===== src/rtl/control_sequencer.sv =====
// Hard-wired Moore control unit: fetch (T0-T2) and execute (T3-T7) sequencing.
// Every strobe is decoded from the state register and the opcode field of IR_Out.
module control_sequencer #(
    parameter int OPW = 5
) (
    input  logic           clock,
    input  logic           clear,
    input  logic [31:0]    IR_Out,
    input  logic           CON_FF,
    input  logic           Mem_Ready,
    output logic           PC_Out,
    output logic           PC_In,
    output logic           IncPC,
    output logic           MAR_In,
    output logic           MDR_In,
    output logic           MDR_Read,
    output logic           MDR_Out,
    output logic           IR_In,
    output logic           Y_In,
    output logic           Zlow_In,
    output logic           Zlow_Out,
    output logic           C_Out,
    output logic           Con_In,
    output logic           InPort_Out,
    output logic           OutPort_In,
    output logic           G_RA,
    output logic           G_RB,
    output logic           G_RC,
    output logic           R_In,
    output logic           R_Out,
    output logic           BA_Out,
    output logic           Mem_Read,
    output logic           Mem_Write,
    output logic [OPW-1:0] ALU_Op,
    output logic           Run,
    output logic           Illegal
);

    localparam logic [3:0] S_RST  = 4'd0;
    localparam logic [3:0] S_T0   = 4'd1;
    localparam logic [3:0] S_T1   = 4'd2;
    localparam logic [3:0] S_T2   = 4'd3;
    localparam logic [3:0] S_T3   = 4'd4;
    localparam logic [3:0] S_T4   = 4'd5;
    localparam logic [3:0] S_T5   = 4'd6;
    localparam logic [3:0] S_T6   = 4'd7;
    localparam logic [3:0] S_T7   = 4'd8;
    localparam logic [3:0] S_HALT = 4'd9;

    localparam logic [OPW-1:0] OP_LD   = 5'b00000;
    localparam logic [OPW-1:0] OP_LDI  = 5'b00001;
    localparam logic [OPW-1:0] OP_ST   = 5'b00010;
    localparam logic [OPW-1:0] OP_ADD  = 5'b00011;
    localparam logic [OPW-1:0] OP_SUB  = 5'b00100;
    localparam logic [OPW-1:0] OP_AND  = 5'b00101;
    localparam logic [OPW-1:0] OP_OR   = 5'b00110;
    localparam logic [OPW-1:0] OP_ADDI = 5'b01100;
    localparam logic [OPW-1:0] OP_ANDI = 5'b01101;
    localparam logic [OPW-1:0] OP_ORI  = 5'b01110;
    localparam logic [OPW-1:0] OP_BR   = 5'b10010;
    localparam logic [OPW-1:0] OP_JR   = 5'b10011;
    localparam logic [OPW-1:0] OP_IN   = 5'b10101;
    localparam logic [OPW-1:0] OP_OUT  = 5'b10110;
    localparam logic [OPW-1:0] OP_NOP  = 5'b11000;
    localparam logic [OPW-1:0] OP_HALT = 5'b11001;

    logic [3:0]     state_r;
    logic [3:0]     next_s;
    logic [OPW-1:0] op_s;
    logic           unused_ir_s;

    assign op_s        = IR_Out[31 -: OPW];
    // Register fields are consumed by select-and-encode, not here.
    assign unused_ir_s = ^IR_Out[31-OPW:0];

    // State register with asynchronous clear.
    always_ff @(posedge clock or negedge clear) begin
        if (!clear) begin
            state_r <= S_RST;
        end else begin
            state_r <= next_s;
        end
    end

    // Next-state sequencing; Mem_Ready only matters in the three wait states.
    always_comb begin
        next_s = S_RST;
        case (state_r)
            S_RST: next_s = S_T0;
            S_T0:  next_s = S_T1;
            S_T1:  next_s = Mem_Ready ? S_T2 : S_T1;
            S_T2:  next_s = S_T3;
            S_T3: begin
                case (op_s)
                    OP_ADD, OP_SUB, OP_AND, OP_OR, OP_ADDI, OP_ANDI, OP_ORI,
                    OP_LD, OP_LDI, OP_ST, OP_BR: next_s = S_T4;
                    OP_HALT:                     next_s = S_HALT;
                    default:                     next_s = S_T0;
                endcase
            end
            S_T4: begin
                case (op_s)
                    OP_ADD, OP_SUB, OP_AND, OP_OR, OP_ADDI, OP_ANDI, OP_ORI,
                    OP_LD, OP_LDI, OP_ST, OP_BR: next_s = S_T5;
                    default:                     next_s = S_T0;
                endcase
            end
            S_T5: begin
                case (op_s)
                    OP_LD, OP_ST, OP_BR: next_s = S_T6;
                    default:             next_s = S_T0;
                endcase
            end
            S_T6: begin
                case (op_s)
                    OP_LD:   next_s = Mem_Ready ? S_T7 : S_T6;
                    OP_ST:   next_s = S_T7;
                    default: next_s = S_T0;
                endcase
            end
            S_T7: begin
                case (op_s)
                    OP_ST:   next_s = Mem_Ready ? S_T0 : S_T7;
                    default: next_s = S_T0;
                endcase
            end
            S_HALT:  next_s = S_HALT;
            default: next_s = S_RST;
        endcase
    end

    // Moore strobe decode; anything not named for a state stays low.
    always_comb begin
        PC_Out     = 1'b0;
        PC_In      = 1'b0;
        IncPC      = 1'b0;
        MAR_In     = 1'b0;
        MDR_In     = 1'b0;
        MDR_Read   = 1'b0;
        MDR_Out    = 1'b0;
        IR_In      = 1'b0;
        Y_In       = 1'b0;
        Zlow_In    = 1'b0;
        Zlow_Out   = 1'b0;
        C_Out      = 1'b0;
        Con_In     = 1'b0;
        InPort_Out = 1'b0;
        OutPort_In = 1'b0;
        G_RA       = 1'b0;
        G_RB       = 1'b0;
        G_RC       = 1'b0;
        R_In       = 1'b0;
        R_Out      = 1'b0;
        BA_Out     = 1'b0;
        Mem_Read   = 1'b0;
        Mem_Write  = 1'b0;
        ALU_Op     = '0;
        Illegal    = 1'b0;
        Run        = (state_r != S_RST) && (state_r != S_HALT);
        case (state_r)
            S_T0: begin
                PC_Out = 1'b1; MAR_In = 1'b1; IncPC = 1'b1; Zlow_In = 1'b1;
            end
            S_T1: begin
                Zlow_Out = 1'b1; PC_In = 1'b1; Mem_Read = 1'b1;
                MDR_Read = 1'b1; MDR_In = 1'b1;
            end
            S_T2: begin
                MDR_Out = 1'b1; IR_In = 1'b1;
            end
            S_T3: begin
                case (op_s)
                    OP_ADD, OP_SUB, OP_AND, OP_OR, OP_ADDI, OP_ANDI, OP_ORI: begin
                        G_RB = 1'b1; R_Out = 1'b1; Y_In = 1'b1;
                    end
                    OP_LD, OP_LDI, OP_ST: begin
                        G_RB = 1'b1; BA_Out = 1'b1; Y_In = 1'b1;
                    end
                    OP_BR:  begin G_RA = 1'b1; R_Out = 1'b1; Con_In = 1'b1; end
                    OP_JR:  begin G_RA = 1'b1; R_Out = 1'b1; PC_In = 1'b1; end
                    OP_IN:  begin InPort_Out = 1'b1; G_RA = 1'b1; R_In = 1'b1; end
                    OP_OUT: begin G_RA = 1'b1; R_Out = 1'b1; OutPort_In = 1'b1; end
                    OP_NOP, OP_HALT: ;
                    default: Illegal = 1'b1;
                endcase
            end
            S_T4: begin
                case (op_s)
                    OP_ADD, OP_SUB, OP_AND, OP_OR: begin
                        G_RC = 1'b1; R_Out = 1'b1; Zlow_In = 1'b1; ALU_Op = op_s;
                    end
                    OP_ADDI, OP_LD, OP_LDI, OP_ST: begin
                        C_Out = 1'b1; Zlow_In = 1'b1; ALU_Op = OP_ADD;
                    end
                    OP_ANDI: begin C_Out = 1'b1; Zlow_In = 1'b1; ALU_Op = OP_AND; end
                    OP_ORI:  begin C_Out = 1'b1; Zlow_In = 1'b1; ALU_Op = OP_OR; end
                    OP_BR:   begin PC_Out = 1'b1; Y_In = 1'b1; end
                    default: ;
                endcase
            end
            S_T5: begin
                case (op_s)
                    OP_ADD, OP_SUB, OP_AND, OP_OR, OP_ADDI, OP_ANDI, OP_ORI, OP_LDI: begin
                        Zlow_Out = 1'b1; G_RA = 1'b1; R_In = 1'b1;
                    end
                    OP_LD, OP_ST: begin Zlow_Out = 1'b1; MAR_In = 1'b1; end
                    OP_BR: begin C_Out = 1'b1; Zlow_In = 1'b1; ALU_Op = OP_ADD; end
                    default: ;
                endcase
            end
            S_T6: begin
                case (op_s)
                    OP_LD: begin Mem_Read = 1'b1; MDR_Read = 1'b1; MDR_In = 1'b1; end
                    OP_ST: begin G_RA = 1'b1; R_Out = 1'b1; MDR_In = 1'b1; end
                    OP_BR: begin Zlow_Out = 1'b1; PC_In = CON_FF; end
                    default: ;
                endcase
            end
            S_T7: begin
                case (op_s)
                    OP_LD: begin MDR_Out = 1'b1; G_RA = 1'b1; R_In = 1'b1; end
                    OP_ST: Mem_Write = 1'b1;
                    default: ;
                endcase
            end
            default: ;
        endcase
    end

endmodule


===== config.mk =====
export PLATFORM = sky130hd
export DESIGN_NAME = control_sequencer
export DESIGN_NICKNAME = d
export VERILOG_FILES = /design/src/rtl/control_sequencer.sv
export SDC_FILE = /design/constraint.sdc
export NUM_CORES = 1
export LEC_CHECK = 0
export BUFFER_PORTS_ARGS = -buffer_cell sky130_fd_sc_hd__buf_4
export CORE_MARGIN = 3
export CORE_UTILIZATION = 35
export CTS_CLUSTER_SIZE = 28
export DETAILED_ROUTE_END_ITERATION = 16
export HOLD_SLACK_MARGIN = 0.12
export PLACE_DENSITY = 0.7
export SLEW_MARGIN = 25
export SYNTH_ARGS = -nofsm -noshare
export SYNTH_HDL_FRONTEND = slang
export SYNTH_SLANG_ARGS = --single-unit

===== constraint.sdc =====
create_clock -name clock -period 1.9 [get_ports clock]
set_input_delay 0 -clock clock [delete_from_list [all_inputs] [get_ports clock]]
set_output_delay 0 -clock clock [all_outputs]
set_load 0.005 [all_outputs]

After elaboration in Yosys (flattened, before gate mapping)
Memory sizes are Yosys's and may differ from the RTL's.
Cells that the tools add are included.

operators by class
  $add $sub $neg = 0
  multiply operators = 0
  divide/modulo/power cells = 0
  magnitude comparators = 0
  equality and inequality tests = 25
  shift-type cells = 0
  multiplexer cells = 49
  bitwise gates (word level) = 0
  reductions and logical operators = 15

operators by type and width
  operator              number
  $pmux W4 S10          1
  $eq A5 B5 Y1 const B  6
  $mux W1               27
  $pmux W5 S4           1
  $reduce_or A10 Y1     2
  $eq A4 B3 Y1 const B  4
  $reduce_or A16 Y1     1
  $eq A5 B3 Y1 const B  3
  $eq A5 B4 Y1 const B  3
  $pmux W1 S3           5
  $pmux W1 S2           7
  $mux W4               3
  $reduce_or A4 Y1      3
  $eq A5 B2 Y1 const B  2
  $pmux W5 S2           1
  $eq A4 B2 Y1 const B  2
  $eq A4 B4 Y1 const B  2
  $pmux W4 S2           1
  $reduce_or A8 Y1      1
  $reduce_or A3 Y1      2
  $reduce_or A6 Y1      1
  $eq A5 B1 Y1 const B  1
  $logic_not A5 Y1      1
  $eq A4 B1 Y1 const B  1
  8 further kinds       8

storage, ports and cells
  bits in registers = 4
  bits in latches = 0
  RAM bits = 0
  bits in read-only memories = 160
  bits of input ports = 36
  output and inout port bits = 30
  logic and storage cells = 92
  memories kept = 2

memories
  memory            depth  width  read ports  clocked after Yosys merged registers in  write ports  line  source
  (name not given)  32     3      1           0                                        0            102   case (op_s)
  (name not given)  32     2      1           0                                        0            94    case (op_s)

Longest topological paths before layout
Gate-level depths: netlist of the first run.

  depth in word-level cells = 4
  depth in mapped cells = 6
  gate-level depth less buffers = 4

Least setup slack after synthesis of the first run
No wires, ideal clock.

  path type = register to output
  from = register state_r[3]
  to = output port R_Out
  data arrival time = 1394 ps
  required time = 1900 ps
  setup slack = 506 ps
  stages on the path, launching flop included = 7
  buffers on the path = 2
  cells stage by stage = dfrtp_1 -> buf_6 -> nand2b_4 -> buf_6 -> or3_1 -> nor3_2 -> a211o_1

between the ends
  word-level cells in the longest chain between the ends = 2
  elaborated cells on any way between the ends = 4
  those cells by class = 3 x eq/ne; 1 x mux

ends and longest elaborated chain
  item                    line  source
  from (decl)             67    logic [3:0] state_r;
  from (signal assigned)  81    state_r <= next_s;
  $eq A4 B3 Y1            160   case (state_r)
  $pmux W1 S3 *           160
  to (decl)               30    output logic R_Out,

Every way passes the cells marked *; elsewhere a longest branch is shown, timed or not.

Final worst setup path of the first run
Ends and elaborated chain as after synthesis.

==> impl_metrics.ini, run 1 <==
[routing]
wl_mm = 3.30
post-route-drc-count = 0
wl_per_cell_um = 15.6
drt_pre_antenna_iters = 4
via_per_inst = 6.05
ant_nets = 0
drtIter0Drc = 63
vias = 1282

[cts]
htreeDepth = 1
cts_buffers = 3
clockBufferDepth = 2
cts.sinks = 4
worstSkewPairLatency_ns = 0.24
cts_tree = yes
cts_root_buffer = clkbuf_4
path_clk_slew_ns = 0.03

[cells_and_area]
top_register = state_r
final_layout_size_suffix_gt1_share_pct = 30.8
largestRegisters = state_r x4
fillers = 268
area.sequential_um2 = 101
fin_nets = 220
syn2layout_area_growth_pct = 27.6
design_area_mm2 = 0.00131
fin_util_pct = 49.6
largest_reg_flops = 4
stdcell_count = 212
multi_input_area_um2 = 802
n_antenna_cell = 0

[job]
maxCapViolCount = 0

[critical_path]
endpoint_kind = primary output
r2r_cells = 4
path_class = reg2out
path_max_fanout = 11
regToRegStartpoint = state_r[3]
worstSetupStartpoint = state_r[3]
startpoint_type = register
cp_data_arrival_time_ns = 1.80
required_ns = 1.90

[synth]
yosys_register_bits = 4
netlist_instances = 153
yosysTopAreaCell = dfrtp_1
synth.distinct_cells = 52
yosys_warnings = 0
synthTopCellsByArea = dfrtp_1 (9.8%), nor3_1 (6.4%), nor2_1 (5.9%), nand2b_1 (5.5%), a21oi_1 (4.9%)
async_reset_ff_share_pct = 100
synth.yosys.seq_area_share_pct = 9.78
synth_ff_type = dfrtp_1
syn-cell-area_mm2 = 0.00102
synth.avg_cell_area_um2 = 6.69
yosys.area.top_type_share_pct = 9.78
synth-edff-count = 0

[timing]
setup_violations = 0
period_needed_ns = 1.80
rsz0062_at_grt = no
tns_ns = 0
hold_viol_final = 0
fin_ws_ns = 0.0971
max_freq_mhz = 555
hold_ws_ns = 0.142
post-route-period-util_pct = 94.9
finClkSkew_ns = 0.00629
drv_slew = 0

[power]
leakage_nw = 0.570
p_per_area_mw_per_mm2 = 904
finalPower_mw = 1.18
vdd_drop_max_mv = 0.676

[die]
dieArea_mm2 = 0.00361
die_y_um = 60.1
num_rows = 18
ios = 66
start_util_pct = 38.8
die_w_um = 60.1
core_mm2 = 0.00264

[outcome]
status = finished clean

[global_route]
grt_overflow = 0
antenna_found_initial = 0
grt_pass1_vias = 1136
grt_usage_pct = 18.2
grt_pass1_wl_mm = 5.29
grt_max_degree = 25

[place]
portBuffers = 36
post-place-ws_ns = 0.335
dp.cells = 207
place.gp.congestion = 0.889
dp_hpwl_mm = 2.42
placed_area_mm2 = 0.00126

[hold_path]
min_from = Mem_Ready
worstHoldPathCells = 3
min_path_type = in2reg
where the power goes:
group	internal, mW	leakage (nW)	switching (mW)	total (mW)
combinational	0.430	0.506	0.472	0.902
sequential	0.118	0.0501	0.0531	0.171
clock	0.0708	0.0138	0.0372	0.108
synth_stat cells (2+ instances only):
master	count
dfrtp_1	4
nor2b_1	4
and2_1	4
o21ai_1	2
buf_6	3
nand3_1	2
or3_1	3
buf_4	4
nand2_1	9
nor3_1	13
a21oi_1	10
buf_2	7
clkbuf_1	5
nor3_2	3
nand2b_1	9
a31o_2	2
a211o_1	5
nand3b_1	5
nor4_1	4
o21ai_0	4
and3_1	4
o32ai_1	2
nor2_1	16
cell families after synthesis:
group | count (synthesis) | share of synthesized area (%)
compound gates | 43 | 30.3
xor+xnor | 2 | 1.71
simple gates | 82 | 45.6
other cells | 1 | 0.366
buf+inv | 21 | 12.2
flops | 4 | 9.78
layout make-up:
class,instances,area share (%)
Clock buffer,3,1.72
Sequential cell,4,7.76
Tap cell,30,2.87
Timing Repair Buffer,44,25.7
Multi-Input combinational cell,129,61.4
Inverter,2,0.575
cells in the final DEF (no fill, tap or decap), types with 2 or more instances in the layout:
cell and n:
dfrtp_1 3, a211o_1 5, nor4_1 4, buf_4 42, dlygate4sd3_1 2, o21ai_0 4
clkbuf_4 3, o21ai_1 2, nand3_1 2, nand3b_1 5, a21oi_1 10, nand2_1 9
nor3_1 13, conb_1 2, and3_1 4, nor2_1 16, a31o_2 2, nor2b_1 4
o32ai_1 2, nor3_2 3, or3_1 3, nand2b_1 9, and2_1 4
layer usage:
metal	part of all wire, %	track usage (%)	wire, um
met3	10	2.38	338
met1	40	25.6	1320
met2	50	29.8	1640
met5	0	0	0
met4	0	2.85	0
final timing paths:
| kind | to | slack [ns] |
|---|---|---|
| worst max register to register | state_r[0] | 0.48 |
| worst min-delay path | state_r[3] | 0.14 |
| max in group asynchronous | state_r[0] | 1.04 |
| min in group asynchronous | state_r[1] | 0.67 |
| worst min register to register | state_r[0] | 0.70 |
| worst max-delay path | R_Out | 0.1 |
what timing repair did:
action,in CTS,in global routing
hold buffers,2,0
endpoints found under the hold margin,4,0
setup endpoints to repair,0,1
gates resized for setup,0,1
setup buffers,0,0
critical path: stages (launching register included):
cell and delay (ns):
dfrtp_1 0.48, nand2b_4 0.24, or3_1 0.36, nor3_2 0.21, a211o_1 0.15, buf_4 0.11
(Power assumes the default switching activity.)
==> run 2, diff against run 1 <==
- CELL_PAD_IN_SITES_DETAIL_PLACEMENT: not set -> 1
- CELL_PAD_IN_SITES_GLOBAL_PLACEMENT: not set -> 2
- CORE_UTILIZATION: 35 -> 22
- PLACE_DENSITY: 0.7 -> 0.87
==> run 2 against run 1 <==
Against the previous run:
- register-to-register slack worse by 0.07 ns
- hold slack worse by 0.0036 ns
- critical path type unchanged
- non-clock buffer count is 2 higher
- highest routed layer is now met4
- core utilization is 19 points lower
- cell count is 11% higher
- flip-flop and latch count stayed put
==> impl_metrics.ini, run 2 (synthesis gave the netlist of run 1 again) <==
[critical_path]
r2r_cells = 5
cp_data_arrival_time_ns = 1.78
crit_slowest_cell = or3_1
endpoint_kind = primary output
path_max_fanout = 5
cpPeakStageDelay_ns = 0.43
startpoint_type = register
crit_chain = nand2b_1 -> or3_1 -> nor3_2 -> a211o_1 -> buf_4
required_ns = 1.90
path_class = reg2out

[cells_and_area]
largest_reg_flops = 4
largestRegisters = state_r x4
syn2layout_area_growth_pct = 33.6
final_cell_mix = buf_4 (44), nor2_1 (16), nor3_1 (13), a21oi_1 (10)
n_antenna_cell = 0
final_layout_size_suffix_gt1_share_pct = 31.5
top_register = state_r
final_common_cell = buf_4
fin_nets = 222

[timing]
period_needed_ns = 1.78
drv_slew = 0
tns_ns = 0
finClkSkew_ns = 0.000589
post-route-period-util_pct = 93.8
setup_violations = 0
max_freq_mhz = 561
rsz0062_at_grt = no
hold_viol_final = 0

[routing]
ant_nets = 0
wl_per_cell_um = 16.0
vias = 1291
wl_mm = 3.77
via_per_inst = 5.47
drt_pre_antenna_iters = 4
post-route-drc-count = 0
drtIter0Drc = 60

[job]
maxCapViolCount = 0

[cts]
cts_buffers = 3
path_clk_slew_ns = 0.03
htreeDepth = 1
cts_root_buffer = clkbuf_8
worstSkewPairLatency_ns = 0.22
clockBufferDepth = 2
cts.sinks = 4
cts_tree = yes

[place]
dp_hpwl_mm = 2.78
place.gp.congestion = 0.818
portBuffers = 36

[hold_path]
min_path_type = in2reg
worstHoldPathCells = 3

[outcome]
status = finished clean

[die]
core_mm2 = 0.00441
die_y_um = 74.2
dieArea_mm2 = 0.00551
start_util_pct = 23.2
ios = 66
die_w_um = 74.2
num_rows = 24

[power]
vdd_drop_max_mv = 0.258
p_per_area_mw_per_mm2 = 932
finalPower_mw = 1.27
leakage_nw = 0.586

[global_route]
grt_overflow = 0
grt_usage_pct = 13.9
grt_pass1_vias = 1236
grt_max_degree = 25
grt_pass1_wl_mm = 6.13
antenna_found_initial = 0
## run 2: power breakdown
group | switching, mW | internal, mW | leakage [nW]
logic | 0.503 | 0.430 | 0.514
registers | 0.0414 | 0.117 | 0.0497
clock network | 0.0472 | 0.135 | 0.0216
total | 0.592 | 0.683 | 0.586
## run 2: critical path, delay by kind of cell (launching register included)
kind            cells  cell delay [ns]
simple gates        3             0.95
flops               1             0.37
compound gates      1             0.14
buf+inv             1             0.10
## run 2: path summary, 6_finish.rpt
kind / from / endpoint / slack, ns
setup / recovery: state_r[1] / R_Out / 0.12
min in group asynchronous: clear / state_r[3] / 0.69
hold reg to reg: state_r[1] / state_r[3] / 0.72
max in group asynchronous: clear / state_r[2] / 1.03
hold / removal: Mem_Ready / state_r[3] / 0.14
setup reg to reg: state_r[3] / state_r[0] / 0.41
## run 2: cell type report
cell class              instances  area, um^2
clock buffers                   3        41.3
fillers                       554        3050
inverters                       2        7.51
multi-input cells             129         802
flip-flops and latches          4         101
well taps                      52        65.1
repair buffers                 46         350
## run 2: metrics by stage
step	hold slack (ns)	util [%]	cells	setup slack [ns]	cell area, um^2
CTS	0.139	31.0	236	0.0811	1370
global route	0.197	31.0	236	0.0600	1370
floorplan	-0.296	-	154	0.506	1030
global placement	-0.205	29.6	231	0.328	1310
detailed placement	-0.203	29.6	231	0.327	1310
finish	0.139	31.0	236	0.117	1370
## run 2: routing by layer
metal / wire (um) / GRT usage [%] / vias up
li1: - / - / 634
met1: 1840 / 20.8 / 620
met2: 1680 / 21.7 / 35
met3: 238 / 1.35 / 2
met4: 10 / 2.41 / 0
met5: 0 / 0 / -
## run 2: repair_timing
item / in CTS / in global routing
resized for setup: 0 / 1
buffers inserted: 0 / 0
endpoints found under the hold margin: 4 / 0
hold buffers: 2 / 0
setup endpoints to repair: 0 / 3
